## src/rtl/cdb_arbiter.sv

```systemverilog
// cdb_arbiter: producer end of the CDB -> ROB completion interface.
//
// Each functional unit pushes completed results (ROB tag + value) into its own
// small FIFO. Every cycle one non-empty FIFO head is chosen round-robin, popped,
// and broadcast on a registered CDB (valid, tag, value) the following cycle.
// A squash empties every FIFO and kills the broadcast that would have been
// launched at that edge.
//
// Ports:
//   clock         rising-edge clock
//   reset         synchronous, active-low reset
//   fu_valid      per-FU result valid
//   fu_rob_tag    per-FU ROB tag, FU i at [i*ROB_TAG_W +: ROB_TAG_W]; tag 0 is dropped
//   fu_value      per-FU result value, FU i at [i*XLEN +: XLEN]
//   fu_ready      per-FU FIFO can accept this cycle
//   squash_valid  mispredict flush
//   cdb_valid     broadcast valid
//   cdb_rob_tag   broadcast ROB tag (0 when cdb_valid=0)
//   cdb_value     broadcast value (0 when cdb_valid=0)
//
// Optional feature: define CDB_ARBITER_READY_BYPASS_EN to let a full FIFO accept
// a new result in the same cycle its head is popped.

module cdb_arbiter #(
  parameter int unsigned NUM_FU     = 4,
  parameter int unsigned FIFO_DEPTH = 2,
  parameter int unsigned ROB_TAG_W  = 4,
  parameter int unsigned XLEN       = 32
) (
  input  logic                      clock,
  input  logic                      reset,
  input  logic [NUM_FU-1:0]         fu_valid,
  input  logic [NUM_FU*ROB_TAG_W-1:0] fu_rob_tag,
  input  logic [NUM_FU*XLEN-1:0]    fu_value,
  output logic [NUM_FU-1:0]         fu_ready,
  input  logic                      squash_valid,
  output logic                      cdb_valid,
  output logic [ROB_TAG_W-1:0]      cdb_rob_tag,
  output logic [XLEN-1:0]           cdb_value
);

  localparam int unsigned AW  = $clog2(FIFO_DEPTH);
  localparam int unsigned PW  = AW + 1;
  localparam int unsigned RRW = (NUM_FU > 1) ? $clog2(NUM_FU) : 1;

  // FIFO state
  logic [PW-1:0]        wr_ptr_q [NUM_FU];
  logic [PW-1:0]        wr_ptr_d [NUM_FU];
  logic [PW-1:0]        rd_ptr_q [NUM_FU];
  logic [PW-1:0]        rd_ptr_d [NUM_FU];
  logic [ROB_TAG_W-1:0] tag_mem_q [NUM_FU][FIFO_DEPTH];
  logic [XLEN-1:0]      val_mem_q [NUM_FU][FIFO_DEPTH];

  logic [NUM_FU-1:0]    fifo_empty;
  logic [NUM_FU-1:0]    fifo_full;
  logic [ROB_TAG_W-1:0] head_tag [NUM_FU];
  logic [XLEN-1:0]      head_val [NUM_FU];
  logic [NUM_FU-1:0]    push;
  logic [NUM_FU-1:0]    pop;

  // Arbitration
  logic [RRW-1:0]       rr_ptr_q;
  logic [RRW-1:0]       rr_ptr_d;
  logic [NUM_FU-1:0]    grant;
  logic                 grant_any;
  logic [RRW-1:0]       grant_idx;
  logic [RRW:0]         cand_sum;

  // Output register
  logic                 cdb_valid_q;
  logic [ROB_TAG_W-1:0] cdb_tag_q;
  logic [XLEN-1:0]      cdb_val_q;
  logic                 launch;

  // FIFO status and head read
  always_comb begin
    for (int i = 0; i < NUM_FU; i++) begin
      fifo_empty[i] = (wr_ptr_q[i] == rd_ptr_q[i]);
      fifo_full[i]  = (wr_ptr_q[i][PW-1] != rd_ptr_q[i][PW-1]) &&
                      (wr_ptr_q[i][AW-1:0] == rd_ptr_q[i][AW-1:0]);
      head_tag[i]   = tag_mem_q[i][rd_ptr_q[i][AW-1:0]];
      head_val[i]   = val_mem_q[i][rd_ptr_q[i][AW-1:0]];
    end
  end

  // Round-robin search starting at rr_ptr, wrapping modulo NUM_FU
  always_comb begin
    grant     = '0;
    grant_any = 1'b0;
    grant_idx = '0;
    cand_sum  = '0;
    for (int k = 0; k < NUM_FU; k++) begin
      cand_sum = {1'b0, rr_ptr_q} + (RRW+1)'(k);
      if (cand_sum >= (RRW+1)'(NUM_FU)) begin
        cand_sum = cand_sum - (RRW+1)'(NUM_FU);
      end
      if (!grant_any && !fifo_empty[cand_sum[RRW-1:0]]) begin
        grant_any                  = 1'b1;
        grant_idx                  = cand_sum[RRW-1:0];
        grant[cand_sum[RRW-1:0]]   = 1'b1;
      end
    end
  end

  always_comb begin
    if (squash_valid) begin
      rr_ptr_d = '0;
    end else if (grant_any) begin
      rr_ptr_d = (grant_idx == RRW'(NUM_FU - 1)) ? '0 : grant_idx + RRW'(1);
    end else begin
      rr_ptr_d = rr_ptr_q;
    end
  end

  // Ready, push/pop and pointer updates
  always_comb begin
    for (int i = 0; i < NUM_FU; i++) begin
`ifdef CDB_ARBITER_READY_BYPASS_EN
      // Slot freed by this cycle's pop may be refilled at the same edge
      fu_ready[i] = !fifo_full[i] || (grant[i] && !squash_valid);
`else
      fu_ready[i] = !fifo_full[i];
`endif
      pop[i]  = grant[i] && !squash_valid;
      // Tag 0 completes the handshake but is never stored
      push[i] = fu_valid[i] && fu_ready[i] && !squash_valid &&
                (fu_rob_tag[i*ROB_TAG_W +: ROB_TAG_W] != '0);
      if (squash_valid) begin
        wr_ptr_d[i] = '0;
        rd_ptr_d[i] = '0;
      end else begin
        wr_ptr_d[i] = push[i] ? wr_ptr_q[i] + PW'(1) : wr_ptr_q[i];
        rd_ptr_d[i] = pop[i]  ? rd_ptr_q[i] + PW'(1) : rd_ptr_q[i];
      end
    end
  end

  assign launch = grant_any && !squash_valid;

  always_ff @(posedge clock) begin
    if (!reset) begin
      for (int i = 0; i < NUM_FU; i++) begin
        wr_ptr_q[i] <= '0;
        rd_ptr_q[i] <= '0;
      end
      rr_ptr_q    <= '0;
      cdb_valid_q <= 1'b0;
      cdb_tag_q   <= '0;
      cdb_val_q   <= '0;
    end else begin
      for (int i = 0; i < NUM_FU; i++) begin
        wr_ptr_q[i] <= wr_ptr_d[i];
        rd_ptr_q[i] <= rd_ptr_d[i];
      end
      rr_ptr_q    <= rr_ptr_d;
      cdb_valid_q <= launch;
      cdb_tag_q   <= launch ? head_tag[grant_idx] : '0;
      cdb_val_q   <= launch ? head_val[grant_idx] : '0;
    end
  end

  // Storage needs no reset: contents are only visible through valid pointers
  always_ff @(posedge clock) begin
    for (int i = 0; i < NUM_FU; i++) begin
      if (reset && push[i]) begin
        tag_mem_q[i][wr_ptr_q[i][AW-1:0]] <= fu_rob_tag[i*ROB_TAG_W +: ROB_TAG_W];
        val_mem_q[i][wr_ptr_q[i][AW-1:0]] <= fu_value[i*XLEN +: XLEN];
      end
    end
  end

  assign cdb_valid   = cdb_valid_q;
  assign cdb_rob_tag = cdb_tag_q;
  assign cdb_value   = cdb_val_q;

endmodule
```

## config.mk

```make
export PLATFORM = sky130hd
export DESIGN_NAME = cdb_arbiter
export DESIGN_NICKNAME = d
export VERILOG_FILES = /design/src/rtl/cdb_arbiter.sv
export SDC_FILE = /design/constraint.sdc
export NUM_CORES = 1
export LEC_CHECK = 0
export BUFFER_PORTS_ARGS = -buffer_cell sky130_fd_sc_hd__buf_2
export CELL_PAD_IN_SITES_DETAIL_PLACEMENT = 0
export CELL_PAD_IN_SITES_GLOBAL_PLACEMENT = 1
export CORE_ASPECT_RATIO = 0.6
export CORE_UTILIZATION = 30
export DETAILED_ROUTE_END_ITERATION = 6
export PLACE_DENSITY = 0.53
export RECOVER_POWER = 100
export SLEW_MARGIN = 0
export SYNTH_ARGS = -nofsm -noshare
export SYNTH_HDL_FRONTEND = slang
export SYNTH_SLANG_ARGS = --single-unit
```

## constraint.sdc

```tcl
create_clock -name clock -period 3.1 [get_ports clock]
set_input_delay 0 -clock clock [delete_from_list [all_inputs] [get_ports clock]]
set_output_delay 0 -clock clock [all_outputs]
set_load 0.1 [all_outputs]
```

Word level (Yosys, flattened, before mapping) --
Memories as Yosys holds them, arrays and structs flattened. Cells that the tools add are included. Widths: inputs -> output; s select.
Storage, ports and cells: bits in writable memories 304, memories 4, output and inout port bits 41, input bits 151, bits in registers 39
Memory list:
- val_mem_q | depth 4, width 64, read ports 4, clocked after Yosys merged registers in 0, write ports 4, RTL line 52 | logic [XLEN-1:0] val_mem_q [NUM_FU][FIFO_DEPTH];
- tag_mem_q | depth 4, width 8, read ports 4, clocked after Yosys merged registers in 0, write ports 4, RTL line 51 | logic [ROB_TAG_W-1:0] tag_mem_q [NUM_FU][FIFO_DEPTH];
- rd_ptr_q | depth 4, width 2, read ports 4, clocked after Yosys merged registers in 0, write ports 4, RTL line 49 | logic [PW-1:0] rd_ptr_q [NUM_FU];
- wr_ptr_q | depth 4, width 2, read ports 4, clocked after Yosys merged registers in 0, write ports 4, RTL line 47 | logic [PW-1:0] wr_ptr_q [NUM_FU];
Operators by class: reduce and logical (&&, ||, !) cells 52, bitwise gates (word level) 21, $add $sub $neg 16, multiplexer cells 117, magnitude comparators 25, equal/unequal tests 13
Operator list (number):
- $mux 32 | 18
- $mux 64 | 4
- $demux 32 s1 | 4
- $mux 4 | 22
- $mux 2 | 33
- $bmux 32 s2 | 1
- $logic_and 1x1->1 | 36
- $mux 8 | 4
- $add 2x1->2 const B | 9
- $mux 1 | 18
- $demux 4 s1 | 4
- $ge 2x2->1 const B | 8
- $not 1->2 | 8
- $reduce_bool 4->1 | 4
- $ge 3x3->1 const B | 4
- $lt 2x3->1 const B | 4
- $or 4x4->4 | 3
- $logic_not 1->1 | 10
- $bmux 1 s2 | 4
- $bmux 4 s2 | 1
- $demux 1 s2 | 4
- $eq 2x2->1 | 4
- $ge 2x1->1 const B | 4
- $lt 2x1->1 const B | 4
- other kinds (12) | 29

Longest topological paths before layout --
depth in word-level cells 18, mapped depth 12, gate-level depth less buffers 8

Least setup slack after synthesis --
Ideal clock, no wire load.
path kind reg2reg, from memory rd_ptr_q[0][0] (netlist bit), to memory tag_mem_q[0][4] (netlist bit), enable pin, cell stages (with the launch flop) 7, setup slack -0.992 ns, data arrival time 3.663 ns, clock period less this slack 4.092 ns, path buffers 1, cell sequence dfxtp_1 > clkbuf_1 > xor2_1 > nand2b_1 > nor4bb_1 > nand2_1 > nor2_1
RTL lines (RTL line):
- from (decl) | 49
- to (decl) | 51

==> metrics <==
global-route wire length before repair=57500 um; Yosys cell types=52; initial antenna violation count=0; combinational power share=between 30% and 40%; worst-case reg-to-reg path depth=10; slew of the pin with the lowest slew margin=between 1 and 1.5 ns; max-cap violations=0; H-tree levels=2; crit path max fanout=14; Tot Pwr=about 15000 uW; CTS Sinks=around 340; cells along the critical path=xor2_1 -> nor2_1 -> clkbuf_1 -> o21ai_0 -> a21oi_1 -> o41ai_4 -> clkbuf_16 -> buf_4 -> mux2i_2 -> a22o_1; area grow syn2layout=32.4%; FFs w/ async S/R, synth=0%; drt first pass iters=4; Hold Path Depth=4; Final Wtd Congestion=0.874; slowest CP cell=dfxtp_1; Hold Violations, Final=0; Seq pwr share=36.3%; Tcrit/Tclk final=between 90% and 100%; filler-free cell count of the finished design=1850; leakage power=0.00610 uW; Synth Cell Area=about 14000 um2; Nets=1393; hpwl dp=28100 um; Synth Register Bits=~340; Die H=approximately 170 um; DR vias=about 8500; Starting DRT DRC Count=542; Pint=~9500 uW; outcome=complete, no violations; switch share=35.7%; worst endpoint required time=about 3.6 ns; Die ar.=between 40000 and 50000 um2; clock skew=~0.013 ns; Top FF cell, synth=edfxtp_1; FMAX=around 330 MHz; core footprint=45000 um2; routed len/inst=approximately 22 um; pin count of the biggest net entering global routing=40; standard-cell rows=60; gr ovfl total=0; # IOs=~190; final setup vio count=0; CTS tree=yes; max incr delay on CP=around 0.50 ns; CP Launch Type=flop; Clock Path Buffers=3; worst setup path category=flop to flop; Synth Area per Inst=16.5 um2; peak supply drop=348 uV; clock power share=28.1%; root buffer cell=clkbuf_16; Syn Inst Count=838; clk_lat worst skew=0.52 ns; Worst Hold Class=primary input to flop; Reg clk slew, reported paths=around 0.06 ns; register area share after synthesis=70.7%; Final Max Slew Viols=0; placed cell count=approximately 1600; DR vias/cell=4.60; EDFF count, synth=~290; post-route ant nets=0; number of I/O port buffers=roughly 190; CTS Buf Count=37; min Tclk post-route=roughly 3.0 ns; Initial Util=between 30% and 40%; layout cell share with drive strength beyond 1=14.4%; Relative slew margins=13.6%; Setup crit end kind=flop; Switching Power=approximately 5300 uW; DR DRC count=0; All-Layer GR Usage=approximately 17%; Die Width=between 200 and 300 um; Power Dens Cells=just over 800 nW/um2; Routed WL=around 40000 um; Worst EP arrival=approximately 3.5 ns; Syn. warnings=0; Syn Nets=997; vias in the first global route=~8400
## worst max-delay path, delay by kind of cell (launching register included)
kind                      cells  cell delay, ns
DFF                           1            0.50
muxes                         1            0.39
xor gates and xnor gates      1            0.37
and+or+nand+nor               1            0.15
AOI/OAI and AO/OA             4            0.88
buffers and inverters         3            0.67
## power groups by stage
stage / registers (uW) / clock network (uW) / logic (uW)
after floorplan: 6460 / 0 / 2460
after global placement: 5450 / 0 / 5090
after detailed placement: 5450 / 0 / 5110
after CTS: 5350 / 4300 / 5290
after global routing: 5370 / 4460 / 5550
final: 5350 / 4150 / 5260
## sequential cells by signal, summed over array words and instances (netlist names)
signal,flops
tag_mem_q,32
rr_ptr_q,2
cdb_rob_tag,4
rd_ptr_q,8
cdb_value,32
val_mem_q,256
wr_ptr_q,8
cdb_valid,1
## layer usage
metal,vias up,part of all wire (%),global-route usage [%]
li1,4059,-,-
met1,4190,54,27.9
met2,206,40,22.8
met3,47,4.9,3.14
met4,0,1.5,3.13
met5,-,0,0
## cell usage after synthesis (all sizes together), types with 2 or more instances
| master | n | area share, % |
|---|---|---|
| o211ai | 3 | 0.16 |
| and3 | 9 | 0.41 |
| edfxtp | 288 | 63 |
| o22ai | 3 | 0.14 |
| nor4 | 6 | 0.32 |
| dfxtp | 55 | 8.0 |
| a2111oi | 2 | 0.13 |
| xor2 | 10 | 0.63 |
| o221ai | 4 | 0.25 |
| inv | 5 | 0.14 |
| mux2i | 222 | 16 |
| o21a | 3 | 0.16 |
| o211a | 2 | 0.15 |
| ha | 8 | 0.73 |
| o21ai | 5 | 0.18 |
| and2 | 3 | 0.14 |
| nand3 | 5 | 0.18 |
| nor4bb | 4 | 0.29 |
| nand2 | 29 | 0.79 |
| clkbuf | 26 | 0.73 |
| nor2 | 23 | 0.63 |
| nand2b | 4 | 0.18 |
| xnor2 | 10 | 0.63 |
| a22o | 36 | 2.3 |
| a31oi | 9 | 0.41 |
| o2111a | 2 | 0.16 |
| nor3 | 9 | 0.33 |
| a21oi | 15 | 0.54 |
| o2111ai | 2 | 0.13 |
| buf | 20 | 1.1 |
| mux4 | 2 | 0.33 |
## through the flow
stage          setup slack, ns  area (um2)  util (%)  setup TNS (ns)  hold WS [ns]
2_1_floorplan          0.00307       13800         -               0        0.0989
3_5_place_dp           -0.0288       15900      35.3         -0.0350         0.191
3_3_place_gp           -0.0175       15900      35.3         -0.0175         0.188
5_1_grt                -0.0283       18300      40.5          -0.109        0.0822
6_report                0.0753       18300      40.5               0        0.0497
4_1_cts                 0.0296       18500      41.0               0       0.00820
## layout by cell type (no fill, tap or decap), types with 9 or more instances in the layout
master         Yosys  final
nor2_1            23     19
nor3_1             9      9
clkbuf_16          0     38
a31oi_1            9      9
xnor2_1           10     10
a21oi_1           15     15
buf_4              1     41
edfxtp_1         288    288
xor2_1            10     10
a22o_1            36     36
dfxtp_1           55     51
clkbuf_1          25    158
mux2i_1          222    216
dlygate4sd3_1      0    146
buf_2              5     50
nand2_1           29     29
## path summary, 6_finish.rpt
kind	start	to	slack (ns)
setup / recovery	wr_ptr_q[1][0]	cdb_value[9]	0.08
hold / removal	squash_valid	wr_ptr_q[3][0]	0.05
setup reg to reg	wr_ptr_q[1][0]	cdb_value[9]	0.08
hold reg to reg	wr_ptr_q[0][1]	wr_ptr_q[0][1]	0.55
## kinds of logic (layout without fill, tap and decap cells)
logic type | after synthesis | count (layout) | share of synthesized area, %
flops | 343 | 343 | 70.7
mux | 224 | 224 | 16.4
fa+ha+maj | 8 | 8 | 0.726
xor+xnor | 20 | 20 | 1.27
compound gates | 94 | 94 | 5.37
buf+inv | 52 | 473 | 2.02
simple gates | 97 | 97 | 3.49
other cells | 0 | 2 | 0
## repair_timing
action	4_1_cts	5_1_grt
endpoints found under the hold margin	290	0
hold buffers	146	0
resized for setup	3	4
cloned	0	1
setup endpoints to repair	3	8
pin swaps	0	2
buffers inserted	0	2
## cell type report
| type | count | area [um2] |
|---|---|---|
| Clock buffer | 50 | 985 |
| Clock inverter | 14 | 125 |
| Timing Repair Buffer | 403 | 2800 |
| Tap cell | 589 | 737 |
| Multi-Input combinational cell | 443 | 3830 |
| Sequential cell | 343 | 9750 |
| Fill cell | 4261 | 26800 |
| Antenna cell | 2 | 5.00 |
| Inverter | 6 | 22.5 |
(Power assumes the default switching activity.)
